===== src/rtl/mem_port_arbiter.sv =====
// rtl/mem_port_arbiter.sv - shares one memory port between instruction fetch and the MEM stage
// Data wins by default; a streak counter forces a fetch after MAX_DATA_STREAK back-to-back data grants.
module mem_port_arbiter #(
   parameter int MAX_DATA_STREAK = 4
) (
   input  logic        CLK,
   input  logic        RESET,
   input  logic        i_read,
   input  logic [31:0] i_addr,
   output logic [31:0] i_readdata,
   output logic        i_busywait,
   input  logic [3:0]  d_read,
   input  logic [2:0]  d_write,
   input  logic [31:0] d_addr,
   input  logic [31:0] d_writedata,
   output logic [31:0] d_readdata,
   output logic        d_busywait,
   output logic [3:0]  mem_read,
   output logic [2:0]  mem_write,
   output logic [31:0] mem_addr,
   output logic [31:0] mem_writedata,
   input  logic [31:0] mem_readdata,
   input  logic        mem_ack,
   output logic [1:0]  grant
);

   typedef enum logic [1:0] {IDLE, ACCESS, DONE} state_t;

   localparam logic [1:0] OWN_NONE  = 2'b00;
   localparam logic [1:0] OWN_FETCH = 2'b01;
   localparam logic [1:0] OWN_DATA  = 2'b10;
   localparam logic [3:0] FETCH_LW  = 4'b1010;

   state_t     state;
   logic [1:0] owner;
   logic [3:0] streak;
   logic       i_req;
   logic       d_req;
   logic       force_fetch;
   logic       pick_data;
   logic       pick_fetch;

   assign i_req       = i_read;
   assign d_req       = d_read[3] | d_write[2];
   assign force_fetch = i_req && (streak == 4'(MAX_DATA_STREAK));
   assign pick_data   = d_req && !force_fetch;
   assign pick_fetch  = i_req && !pick_data;

   assign i_busywait = i_req & ~((state == DONE) && (owner == OWN_FETCH));
   assign d_busywait = d_req & ~((state == DONE) && (owner == OWN_DATA));
   assign grant      = owner;

   always_ff @(posedge CLK or negedge RESET) begin
      if (!RESET) begin
         state         <= IDLE;
         owner         <= OWN_NONE;
         streak        <= 4'd0;
         mem_read      <= 4'd0;
         mem_write     <= 3'd0;
         mem_addr      <= 32'd0;
         mem_writedata <= 32'd0;
         i_readdata    <= 32'd0;
         d_readdata    <= 32'd0;
      end else begin
         case (state)
            IDLE: begin
               if (pick_data) begin
                  owner         <= OWN_DATA;
                  state         <= ACCESS;
                  mem_addr      <= d_addr;
                  mem_writedata <= d_writedata;
                  // A valid write code takes the access; any read code alongside it is dropped.
                  if (d_write[2]) begin
                     mem_write <= d_write;
                     mem_read  <= 4'd0;
                  end else begin
                     mem_read  <= d_read;
                     mem_write <= 3'd0;
                  end
                  streak <= i_req ? streak + 4'd1 : 4'd0;
               end else if (pick_fetch) begin
                  owner         <= OWN_FETCH;
                  state         <= ACCESS;
                  mem_read      <= FETCH_LW;
                  mem_write     <= 3'd0;
                  mem_addr      <= i_addr & 32'hFFFF_FFFC;
                  mem_writedata <= 32'd0;
                  streak        <= 4'd0;
               end
            end
            ACCESS: begin
               if (mem_ack) begin
                  if (owner == OWN_FETCH)
                     i_readdata <= mem_readdata;
                  else if (mem_read[3])
                     d_readdata <= mem_readdata;
                  mem_read      <= 4'd0;
                  mem_write     <= 3'd0;
                  mem_addr      <= 32'd0;
                  mem_writedata <= 32'd0;
                  state         <= DONE;
               end
            end
            DONE: begin
               owner <= OWN_NONE;
               state <= IDLE;
            end
            default: begin
               owner <= OWN_NONE;
               state <= IDLE;
            end
         endcase
      end
   end

endmodule


===== config.mk =====
export PLATFORM = sky130hd
export DESIGN_NAME = mem_port_arbiter
export DESIGN_NICKNAME = d
export VERILOG_FILES = /design/src/rtl/mem_port_arbiter.sv
export SDC_FILE = /design/constraint.sdc
export NUM_CORES = 1
export LEC_CHECK = 0
export CAP_MARGIN = 20
export CORE_UTILIZATION = 41
export CTS_CLUSTER_DIAMETER = 120
export CTS_CLUSTER_SIZE = 20
export DETAILED_ROUTE_END_ITERATION = 10
export GPL_TIMING_DRIVEN = 0
export HOLD_SLACK_MARGIN = 0.1
export PLACE_DENSITY = 0.81
export SLEW_MARGIN = 20
export SYNTH_ARGS = -nofsm -noshare
export SYNTH_HDL_FRONTEND = slang
export SYNTH_SLANG_ARGS = --single-unit

===== constraint.sdc =====
create_clock -name CLK -period 1.77 [get_ports CLK]
set_input_delay 0.177 -clock CLK [delete_from_list [all_inputs] [get_ports CLK]]
set_output_delay 0.177 -clock CLK [all_outputs]
set_load 0.02 [all_outputs]

==> impl_metrics.py, run 1 <==
metrics = {
    "clock_tree": {
        "numCtsBuffers": 17,
        "clkSlewWorstSetupHoldPaths_ps": 60,
        "cts.sinks": 143,
        "clockBufferDepth": 2,
        "cts_tree": "built",
        "cts_max_level": 4,
        "clockRootBuffer": "clkbuf_16",
        "clock_latency_ps": 420,
    },
    "global_route": {
        "grt_pass1_vias": 5063,
        "grt_pass1_wl_mm": 26.5,
        "grt_max_degree": 84,
        "antenna_found_initial": 0,
        "grtUsageTotal": 0.237,
        "overflow": 0,
    },
    "synthesis": {
        "ys_warn_count": 0,
        "synthesis.nets": 533,
        "post-synth-top-count-cell": "dfrtp_1",
        "syn-cell-area_um2": 5770,
        "async_flop_share": 1.00,
        "synth_area_leaders": "dfrtp_1 (62%), mux2_1 (6.4%), mux2_2 (6.0%), a22o_1 (5.5%), a221o_1 (5.2%)",
        "ys_seq_elements": 143,
        "synth.avg_cell_area_um2": 14.7,
        "synthCells": 392,
        "synth.distinct_cells": 45,
        "synth_top_area_frac": 0.620,
        "ys_top_cells_by_count": "dfrtp_1 (143), a22o_1 (36), mux2_1 (33)",
        "ys.flop_type": "dfrtp_1",
        "synth-edff-count": 0,
        "ys_seq_area_frac": 0.620,
        "yosysTopAreaCell": "dfrtp_1",
    },
    "power": {
        "powerDensity_nw_per_um2": 1670,
        "ir_worst_vdd_v": 0.000732,
        "power_mw": 16.1,
        "power_leakage_nw": 4.14,
    },
    "detailed_routing": {
        "firstDrtPassIters": 4,
        "via_per_inst": 5.37,
        "avgRoutedWirePerCell_um": 19.0,
        "ant_nets": 0,
        "drc": 0,
        "routed_wl_mm": 16.8,
        "via_count": 4745,
        "drtIter0Drc": 275,
    },
    "setup_path": {
        "critical_path_buf_inv_count": 2,
        "cp_slowest_cell": "dfrtp_2",
        "required_ps": 1590,
        "crit_path_end_kind": "primary output",
        "worstPathArrival_ps": 1540,
        "critPathLaunchType": "flop",
        "path_max_fanout": 7,
        "path_cells": "inv_1 > o31a_1 > clkdlybuf4s15_2",
        "max_stage_delay_ps": 460,
        "critPathTopFamily": "flip-flops",
        "critical_path_class": "reg2out",
    },
    "min_path": {
        "hold_path_class": "in2reg",
    },
    "die": {
        "core.rowCount": 42,
        "io_pins": 278,
        "start_util": 0.428,
        "die_w_um": 121,
        "dieArea_um2": 14600,
        "core_um2": 13500,
        "die_y_um": 121,
    },
    "placed_design": {
        "place_ws_ps": -341,
        "place.gp.congestion": 0.788,
        "io_buffers": 274,
        "hpwl_mm": 12.4,
    },
    "sta": {
        "setup_viol": 0,
        "maxSlewHeadroom": 0.695,
        "min_period_ps": 1720,
        "final.setup.tns_ps": 0,
        "worst_slew_pin_slew_ps": 458,
        "max_freq_mhz": 582,
        "clock_skew_ps": 9.06,
        "finalHoldViolCount": 0,
        "final-max-slew-violation-count": 0,
        "min_period_over_period": 0.971,
        "worst_slack_ps": 50.9,
    },
    "finish": {
        "fin_util": 0.712,
        "n_antenna_cell": 0,
        "layout-drive-gt1-share": 0.164,
        "synthToLayoutAreaGrowth_pct": 66.5,
        "nNetsFinal": 837,
    },
    "outcome": {
        "status": "complete, no violations",
    },
    "run": {
        "max-cap-violations": 0,
    },
}
## worst reg2reg max path, delay by kind of cell, from the launching register on
kind / cells / cell delay [ps]
buffers and inverters: 1 / 230
and+or+nand+nor: 2 / 530
muxes: 1 / 360
DFF: 1 / 470
## power breakdown
part	leakage [nW]	switching [mW]	total (mW)	internal, mW
Clock	0.304	1.39	3.90	2.51
Sequential	1.79	0.773	5.32	4.54
Combinational	2.05	3.26	6.85	3.60
## path summary, 6_finish.rpt
path                       slack [ps]                         end                 startpoint  cells past startpoint
min in group asynchronous         300  d_readdata[11]$_DFFE_PN0P_                      RESET                      2
min reg2reg                       490   d_readdata[0]$_DFFE_PN0P_  d_readdata[0]$_DFFE_PN0P_                      1
max                                50                  i_busywait       state[1]$_DFFE_PN0P_                      3
max reg2reg                        60   i_readdata[3]$_DFFE_PN0P_       state[1]$_DFFE_PN0P_                      4
max in group asynchronous         700        state[1]$_DFFE_PN0P_                      RESET                      3
min                               120       streak[0]$_DFFE_PN0P_                     i_read                      2
## registers in the layout, indices dropped and copies added (netlist names)
register,count
mem_write,3
streak,4
mem_addr,32
mem_writedata,32
state,2
d_readdata,32
i_readdata,32
grant,2
mem_read,4
## repair_timing
item	in CTS	in global routing
hold endpoints to repair	60	0
setup buffers	4	5
cloned	0	0
hold buffers	1	0
setup endpoints to repair	114	114
resized for setup	28	20
pin swaps	2	4
## cells by family (layout without fill, tap and decap cells)
family / count (synthesis) / count (layout) / synth area share
DFF: 143 / 143 / 0.620
buffers and inverters: 38 / 354 / 0.0384
adders and majority gates: 2 / 2 / 0.00433
muxes: 66 / 66 / 0.128
xor gates and xnor gates: 2 / 2 / 0.00303
AOI/OAI and AO/OA: 83 / 83 / 0.130
and+or+nand+nor: 58 / 58 / 0.0763
## final cells by class
cell class              instances  area, µm²
well taps                     176        220
flip-flops and latches        143       3580
repair buffers                285       2850
clock buffers                  19        433
fillers                       877       3890
clock inverters                12        209
plain buffers                  31        245
inverters                       7       26.3
multi-input cells             211       2050
## cell usage in the layout (no fill, tap or decap), types with 2 or more instances in the layout
cell / count
clkinv_4: 3
clkdlybuf4s50_1: 271
a21oi_1: 3
bufinv_16: 5
or2_1: 2
clkbuf_2: 3
buf_6: 13
mux2_1: 33
nor2_1: 3
buf_4: 15
nand2_1: 2
dfrtp_1: 142
a32o_1: 3
buf_2: 5
nor2b_1: 2
a22o_1: 36
inv_1: 5
inv_6: 2
inv_2: 2
mux2_2: 31
o21ai_0: 2
a221o_1: 29
nand4_1: 2
clkinvlp_4: 2
nor2_4: 2
mux2i_1: 2
or3_1: 2
and4_1: 30
clkbuf_16: 17
clkbuf_1: 7
## through the flow
stage / area (µm²) / cells / hold slack [ps]
5_1_grt: 9610 / 884 / 129
2_1_floorplan: 5770 / 392 / -119
6_report: 9610 / 884 / 125
4_1_cts: 9510 / 879 / 111
3_5_place_dp: 8770 / 843 / 144
3_3_place_gp: 8740 / 842 / 461
## per-layer routing
| layer | vias to the layer above | global-route usage | share of wire |
|---|---|---|---|
| met2 | 232 | 0.406 | 0.50 |
| met4 | 0 | 0.0849 | 0.019 |
| li1 | 2129 | - | - |
| met1 | 2355 | 0.289 | 0.41 |
| met5 | - | 0 | 0 |
| met3 | 29 | 0.0623 | 0.069 |
No activity file was read; power rests on OpenSTA's default activity.
==> inputs of run 2 (changes only) <==
Settings changed: ABC_AREA set to 1, CORE_ASPECT_RATIO set to 0.6, CORE_UTILIZATION 41 to 42.
==> impl_metrics.py, run 2 <==
metrics = {
    "setup_path": {
        "critPathLaunchType": "flop",
        "max_stage_delay_ps": 660,
        "rr_worst_depth": 10,
        "cp_slowest_cell": "clkdlybuf4s50_1",
        "rr_endpoint": "mem_writedata[24]$_DFFE_PN0P_",
        "path_max_fanout": 5,
        "critPathLaunch": "grant[0]$_DFFE_PN0P_",
        "crit_path_end_kind": "primary output",
        "critPathTopFamily": "buffers and inverters",
        "reg2reg_from": "streak[1]$_DFFE_PN0P_",
        "critical_path_buf_inv_count": 1,
        "required_ps": 1590,
        "path_cells": "clkdlybuf4s50_1",
        "critical_path_class": "reg2out",
        "rrSetupSlack_ps": 120,
        "worstPathArrival_ps": 1490,
    },
    "die": {
        "core.rowCount": 33,
        "dieArea_um2": 15100,
        "start_util": 0.439,
        "io_pins": 278,
        "die_y_um": 95.6,
        "core_um2": 14000,
        "die_w_um": 158,
    },
    "synthesis": {
        "post-synth-top-count-cell": "nand2_1",
        "synth_area_leaders": "dfrtp_1 (58%), nand2_1 (16%), nand3_1 (7.8%), o21ai_0 (4.9%), nand4_1 (3.4%)",
        "yosysTopAreaCell": "dfrtp_1",
        "ys_seq_elements": 143,
        "synth.distinct_cells": 24,
        "ys_top_cells_by_count": "nand2_1 (264), dfrtp_1 (143), nand3_1 (95)",
        "synth-edff-count": 0,
        "async_flop_share": 1.00,
        "synthesis.nets": 834,
        "syn-cell-area_um2": 6130,
        "ys_warn_count": 0,
        "synth.avg_cell_area_um2": 8.84,
        "synth_top_area_frac": 0.584,
        "ys_seq_area_frac": 0.584,
        "synthCells": 693,
        "ys.flop_type": "dfrtp_1",
    },
    "finish": {
        "layout-drive-gt1-share": 0.0808,
        "final_common_cell": "clkdlybuf4s50_1",
        "final_cell_mix": "clkdlybuf4s50_1 (272), nand2_1 (264), dfrtp_1 (142)",
        "fill_cells": 1152,
        "synthToLayoutAreaGrowth_pct": 59.5,
        "nNetsFinal": 1131,
        "n_antenna_cell": 0,
        "fin_util": 0.700,
    },
    "detailed_routing": {
        "drtIter0Drc": 357,
        "routed_wl_mm": 19.9,
        "via_count": 6040,
        "firstDrtPassIters": 6,
        "avgRoutedWirePerCell_um": 16.7,
        "ant_nets": 0,
        "drc": 0,
        "via_per_inst": 5.06,
    },
    "power": {
        "ir_worst_vdd_v": 0.000820,
        "powerDensity_nw_per_um2": 1850,
        "power_leakage_nw": 4.58,
        "power_mw": 18.1,
    },
    "placed_design": {
        "place.gp.congestion": 0.849,
        "hpwl_mm": 14.7,
        "io_buffers": 275,
    },
    "sta": {
        "rsz0062_at_grt": "false",
        "hold_ws_ps": 291,
        "finalHoldViolCount": 0,
        "worst_slew_pin_slew_ps": 531,
        "max_freq_mhz": 600,
        "maxSlewHeadroom": 0.646,
        "min_period_ps": 1670,
        "clock_skew_ps": 14.1,
        "final-max-slew-violation-count": 0,
        "min_period_over_period": 0.942,
        "setup_viol": 0,
    },
    "global_route": {
        "grt_pass1_vias": 5828,
        "grt_pass1_wl_mm": 30.0,
        "antenna_found_initial": 0,
        "grt_max_degree": 86,
        "overflow": 0,
        "grtUsageTotal": 0.264,
    },
    "min_path": {
        "hold_path_class": "in2async",
    },
    "clock_tree": {
        "numCtsBuffers": 17,
        "clkSlewWorstSetupHoldPaths_ps": 60,
        "clock_latency_ps": 410,
        "cts_tree": "built",
        "clockBufferDepth": 2,
        "cts_max_level": 4,
        "cts.sinks": 143,
        "clockRootBuffer": "clkbuf_16",
    },
    "run": {
        "max-cap-violations": 0,
    },
    "outcome": {
        "status": "complete, no violations",
    },
}
[run 2: changes by cell type after synthesis, sizes merged, moves of 7 or more]
cell    delta
nand4     +31
inv       +11
o21ai     +69
nand3     +94
nand2    +267
clkbuf     +7
and4      -30
buf       +10
a221o     -30
a22o      -36
mux2      -64
[run 2: cell families (layout without fill, tap and decap cells)]
| group | Yosys count | in the layout | share of synthesized area |
|---|---|---|---|
| buffers and inverters | 66 | 375 | 0.0559 |
| XOR/XNOR | 1 | 1 | 0.00143 |
| AND/OR/NAND/NOR | 408 | 408 | 0.295 |
| flip-flops | 143 | 143 | 0.584 |
| adder cells (fa/ha/maj) | 2 | 2 | 0.00408 |
| AO/OA/AOI/OAI | 73 | 73 | 0.0598 |
[run 2: worst max-delay path by stage]
stage                                          to  slack, ps  depth (start not counted)
global route        mem_writedata[24]$_DFFE_PN0P_          7                         10
CTS                      mem_addr[28]$_DFFE_PN0P_         10                          8
detailed placement                     d_busywait        -50                          4
global placement         mem_addr[18]$_DFFE_PN0P_      -5240                          1
floorplan                 mem_addr[0]$_DFFE_PN0P_        390                         10
finish                                   grant[0]        100                          1
[run 2: worst register-to-register path, delay by kind of cell, from the launching register on]
kind	cells	cell delay, ps
buffers and inverters	3	300
adder cells (fa/ha/maj)	1	190
AND/OR/NAND/NOR	6	660
flip-flops	1	420
[run 2: layout make-up]
class | instances | area, µm² | area share
flip-flops and latches | 143 | 3580 | 0.366
repair buffers | 278 | 2790 | 0.286
multi-input cells | 484 | 2210 | 0.226
clock buffers | 19 | 443 | 0.0453
plain buffers | 48 | 277 | 0.0283
well taps | 192 | 240 | 0.0246
clock inverters | 12 | 161 | 0.0165
inverters | 18 | 67.6 | 0.00691
[run 2: where the power goes]
part	leakage, nW	switching, mW	total (mW)	internal (mW)
combinational	2.47	5.04	8.84	3.81
sequential	1.83	0.818	5.56	4.74
clock	0.286	1.43	3.69	2.26
total	4.58	7.28	18.1	10.8
[run 2: stage by stage]
stage	instances	cell area, µm²	TNS, ps	setup slack (ps)
4_1_cts	1193	9770	0	13.6
6_report	1194	9770	0	103
2_1_floorplan	693	6130	0	386
3_3_place_gp	1160	9120	-746580	-5240
5_1_grt	1194	9770	0	7.18
3_5_place_dp	1161	9150	-244	-45.4
[run 2: routing by layer]
metal  vias up  share of wire  global-route usage
met4         0          0.018              0.0865
met5         -              0                   0
met2       232           0.45               0.418
li1       2883              -                   -
met1      2893           0.44               0.343
met3        32          0.089              0.0855
[run 2: timing repair]
action / 4_1_cts / 5_1_grt
resized for setup: 2 / 9
hold buffers: 1 / 0
pin swaps: 0 / 1
setup buffers: 0 / 1
setup endpoints to repair: 2 / 62
endpoints found under the hold margin: 58 / 0
